==> config.mk <==
export PLATFORM = sky130hd
export DESIGN_NAME = magic_buttons
export DESIGN_NICKNAME = d
export VERILOG_FILES = /design/src/rtl/magic_buttons.sv
export SDC_FILE = /design/constraint.sdc
export NUM_CORES = 1
export LEC_CHECK = 0
export CORE_ASPECT_RATIO = 1.5
export CORE_MARGIN = 8
export CORE_UTILIZATION = 60
export DETAILED_ROUTE_END_ITERATION = 7
export PLACE_DENSITY = 0.91
export SYNTH_ARGS = -nofsm -noshare
export SYNTH_HDL_FRONTEND = slang
export SYNTH_SLANG_ARGS = --single-unit
==> constraint.sdc <==
create_clock -name clk28 -period 2.5 [get_ports clk28]
set_input_delay 0.5 -clock clk28 [delete_from_list [all_inputs] [get_ports clk28]]
set_output_delay 0.5 -clock clk28 [all_outputs]
set_load 0.1 [all_outputs]
==> src/rtl/magic_buttons.sv <==
// magic_buttons: request-input conditioner for the magic/NMI controller.
// Synchronises and debounces the MAGIC/PAUSE board buttons, stretches the
// keyboard hotkey pulses across frame-interrupt boundaries, and raises a
// one-cycle reboot request after a long MAGIC press.
module magic_buttons #(
  parameter int unsigned DEBOUNCE_CYCLES  = 28000,
  parameter int unsigned HOTKEY_FRAMES    = 2,
  parameter int unsigned LONGPRESS_FRAMES = 100
) (
  input  logic clk28,
  input  logic rst,
  input  logic n_int,
  input  logic btn_magic_n,
  input  logic btn_pause_n,
  input  logic key_magic,
  input  logic key_pause,
  output logic magic_button,
  output logic pause_button,
  output logic reboot_req
);

  localparam int unsigned DB_W = $clog2(DEBOUNCE_CYCLES);
  localparam int unsigned HK_W = $clog2(HOTKEY_FRAMES + 1);
  localparam int unsigned LP_W = $clog2(LONGPRESS_FRAMES + 1);

  localparam logic [DB_W-1:0] DB_LAST = DB_W'(DEBOUNCE_CYCLES - 1);
  localparam logic [HK_W-1:0] HK_LOAD = HK_W'(HOTKEY_FRAMES);
  localparam logic [LP_W-1:0] LP_MAX  = LP_W'(LONGPRESS_FRAMES);
  localparam logic [LP_W-1:0] LP_LAST = LP_W'(LONGPRESS_FRAMES - 1);

  // Channel 0 = MAGIC, channel 1 = PAUSE.
  logic [1:0] w_raw_n;
  logic [1:0] w_key;
  logic [1:0] w_stable_n;
  logic [1:0] w_button;
  logic       w_frame_tick;

  logic            r_n_int_d;
  logic [LP_W-1:0] r_lp_cnt;
  logic            r_reboot;

  assign w_raw_n = {btn_pause_n, btn_magic_n};
  assign w_key   = {key_pause, key_magic};

  // Frame-interrupt edge detector: previous n_int level.
  always_ff @(posedge clk28 or posedge rst) begin
    if (rst) r_n_int_d <= 1'b1;
    else     r_n_int_d <= n_int;
  end

  assign w_frame_tick = r_n_int_d & ~n_int;

  for (genvar g = 0; g < 2; g++) begin : g_chan
    logic            r_sync1;
    logic            r_sync2;
    logic            r_stable_n;
    logic [DB_W-1:0] r_db_cnt;
    logic [HK_W-1:0] r_hold;
    logic            r_button;
    logic            w_hold_active;

    // Two-flop synchroniser for the asynchronous raw button.
    always_ff @(posedge clk28 or posedge rst) begin
      if (rst) begin
        r_sync1 <= 1'b1;
        r_sync2 <= 1'b1;
      end else begin
        r_sync1 <= w_raw_n[g];
        r_sync2 <= r_sync1;
      end
    end

    // Debounce: stable level flips only after an unbroken run of differing samples.
    always_ff @(posedge clk28 or posedge rst) begin
      if (rst) begin
        r_stable_n <= 1'b1;
        r_db_cnt   <= '0;
      end else if (r_sync2 == r_stable_n) begin
        r_db_cnt <= '0;
      end else if (r_db_cnt == DB_LAST) begin
        r_stable_n <= r_sync2;
        r_db_cnt   <= '0;
      end else begin
        r_db_cnt <= r_db_cnt + 1'b1;
      end
    end

    // Hotkey hold: a pulse (re)loads the frame count, frame ticks drain it.
    always_ff @(posedge clk28 or posedge rst) begin
      if (rst) begin
        r_hold <= '0;
      end else if (w_key[g]) begin
        r_hold <= HK_LOAD;
      end else if (w_frame_tick && (r_hold != '0)) begin
        r_hold <= r_hold - 1'b1;
      end
    end

    // Hold is active while any frames remain.
    always_comb begin
      w_hold_active = (r_hold != '0);
    end

    // Registered request level: debounced press OR hotkey hold.
    always_ff @(posedge clk28 or posedge rst) begin
      if (rst) r_button <= 1'b0;
      else     r_button <= ~r_stable_n | w_hold_active;
    end

    assign w_stable_n[g] = r_stable_n;
    assign w_button[g]   = r_button;
  end

  // Long press: count frame ticks while MAGIC is held, pulse once on reaching the limit.
  always_ff @(posedge clk28 or posedge rst) begin
    if (rst) begin
      r_lp_cnt <= '0;
      r_reboot <= 1'b0;
    end else if (w_stable_n[0]) begin
      r_lp_cnt <= '0;
      r_reboot <= 1'b0;
    end else begin
      r_reboot <= w_frame_tick && (r_lp_cnt == LP_LAST);
      if (w_frame_tick && (r_lp_cnt != LP_MAX)) r_lp_cnt <= r_lp_cnt + 1'b1;
    end
  end

  assign magic_button = w_button[0];
  assign pause_button = w_button[1];
  assign reboot_req   = r_reboot;

endmodule

==> results.yml <==
detailed_routing:
  ant_nets: 0
  avgRoutedWirePerCell_um: 13.1
  vias_per_cell: 5.54
  vias: 1619
  drtIter0Drc: 68
  finalWirelength_um: 3810
  drc_errors: 0
  drtPass1Iterations: 4
job:
  cap_violations: 0
global_routing:
  grt_pass1_wl_um: 6840
  antenna_found_initial: 0
  grt_util_all_layers: 0.138
  top_usage_layer: "met2"
  grt-ovfl-total: 0
  grtUsageMet1: 0.154
  grtUsageMet2: 0.236
  grt_start_max_net_pins: 30
  gr-usage-met3: 0.0287
  grt_pass1_vias: 1643
synth:
  synth.distinct_cells: 36
  netlist.top_cell.by_area: "dfrtp_1"
  synth_top_area_share: 0.460
  synth_cells: 232
  async_flop_share: 1.00
  synthTopCellsByArea: "dfrtp_1, xnor2_1, dfstp_2, nor2_1, ha_1"
  syn_nets: 245
  netlist_top_cells_count: "dfrtp_1, nor2_1, xnor2_1, inv_1, nand2_1"
  yosys_warnings: 0
  mappedNetlistArea_um2: 2400
  synth-seq-cells: 51
  ys_seq_area_frac: 0.536
  synth.most_common_cell: "dfrtp_1"
  avgSynthCellArea_um2: 10.3
  ys.flop_type: "dfrtp_1"
  synth_edf_count: 0
pwr:
  p_int_uw: 1180
  vdd_drop_max_mv: 0.571
  p_comb_frac: 0.122
  power_density_nw_per_um2: 614
  clkPwrFrac: 0.280
  power_leakage_uw: 0.00107
  p_seq_frac: 0.598
  sw_frac_of_total: 0.266
  switchingPower_uw: 427
cts:
  path_clk_slew_ns: 0.09
  h-tree-depth: 2
  clk_path_buf_depth: 2
  cts_resized: 0
  clk_latency_ns: 0.30
  cts_inserted_buffers: 5
  post_cts_buffers: 0
  clock_sinks: 51
  holdBufCountCts: 0
  clock-root-buffer: "clkbuf_8"
  cts_tree: "yes"
setup_path:
  critical_path_class: "reg2reg"
  cp-start-kind: "register"
  crit_arrival_ns: 1.97
  critical_path_required_ns: 2.69
  worst-path-max-fanout: 14
  endpoint_kind: "register"
floorplan:
  initial_core_util: 0.616
  fp.dieW_um: 67.6
  fp.dieArea_um2: 6310
  ios: 10
  die_y_um: 93.4
  rows: 28
  coreArea_um2: 3890
sta:
  skew_ns: 0.00796
  finalCritPeriodShare: 0.708
  max_freq_mhz: 565
  setup_slack_ns: 0.729
  hold_ws_ns: 0.359
  max_slew_margin: 0.598
  fin_crit_ns: 1.77
  setup_tns_ns: 0
  grt_setup_unrepaired: "false"
  setup_viol: 0
  drv_slew: 0
  hold_viol_final: 0
  tightest_slew_ns: 0.603
cells_and_area:
  synthToLayoutAreaGrowth_pct: 9.03
  final_nets: 259
  fin_cells: 292
  drive_above_1_share: 0.117
  antennaDiodeCount: 0
hold_path:
  min_path_type: "reg2reg"
placement:
  dp_hpwl_um: 2760
  post-place-ws_ns: 0.564
  io_buffers: 9
  place_inst: 284
  gp_congestion: 0.866
run_status:
  outcome: "finished, final reports clean"
-- per-layer routing --
layer | up-vias | routed length (um)
met4 | 0 | 80
met2 | 15 | 1980
met3 | 7 | 117
met5 | - | 0
li1 | 806 | -
met1 | 791 | 1640
-- critical path, cell delays in order, from the launching register on --
cell	delay, ns
dfrtp_1	0.40
or4b_1	0.54
nor4_2	0.29
or2_0	0.15
buf_4	0.20
nor2_1	0.08
-- registers in the layout, indices dropped and copies added (netlist names) --
register           cells
reboot_req             1
g_chan.r_stable_n      2
g_chan.r_db_cnt       30
magic_button           1
g_chan.r_hold          4
pause_button           1
g_chan.r_sync1         2
r_lp_cnt               7
g_chan.r_sync2         2
r_n_int_d              1
-- placed cells by master (no fill, tap or decap), drive strengths merged, types with 4 or more instances in the layout --
master         instances
nand4                  8
clkdlybuf4s50          6
nor3                   7
a21oi                  4
buf                    5
nand2                 12
dfstp                  7
ha                     6
xnor2                 25
nand3                 11
xor2                   7
nor2                  41
o21ai                  5
nor4                   8
dfrtp                 44
inv                   18
clkbuf                 6
or3                    4
-- metrics by stage --
stage	total power, uW	area, um^2	utilization
after floorplan	1110	2400	-
after global placement	1150	2530	0.650
after detailed placement	1170	2530	0.650
after CTS	1620	2610	0.672
after global routing	1700	2610	0.672
final	1610	2610	0.672
-- area by class of cell --
class                           count  area [um^2]
Sequential cell                    51         1280
Clock buffer                        6         72.6
Clock inverter                      2         12.5
Multi-Input combinational cell    159         1010
Timing Repair Buffer               11          110
Inverter                           18         67.6
Tap cell                           45         56.3
Fill cell                         302         1280
-- power by group through the flow --
stage	logic (uW)	registers (uW)	clock network [uW]
after floorplan	151	957	0
after global placement	182	972	0
after detailed placement	196	973	0
after CTS	199	959	467
final	195	960	450
after global routing	229	972	496
-- cells by family (layout without fill, tap and decap cells) --
group / Yosys count / after routing / share of synthesized area
compound gates: 13 / 13 / 0.0319
flops: 51 / 51 / 0.536
buf+inv: 22 / 37 / 0.0428
fa+ha+maj: 6 / 6 / 0.0313
xor+xnor: 32 / 32 / 0.117
simple gates: 105 / 105 / 0.227
mux: 3 / 3 / 0.0136
-- worst paths after layout --
kind,from,slack [ns],cells after the start,endpoint
max reg2reg,g_chan[1].r_db_cnt[9],0.73,5,g_chan[1].r_db_cnt[9]
max,g_chan[1].r_db_cnt[9],0.73,5,g_chan[1].r_db_cnt[9]
max in group asynchronous,rst,1.31,3,g_chan[1].r_stable_n
min reg2reg,g_chan[0].r_sync1,0.36,0,g_chan[0].r_sync2
min,g_chan[0].r_sync1,0.36,0,g_chan[0].r_sync2
min in group asynchronous,rst,0.58,2,g_chan[0].r_db_cnt[14]
(Power assumes the default switching activity.)
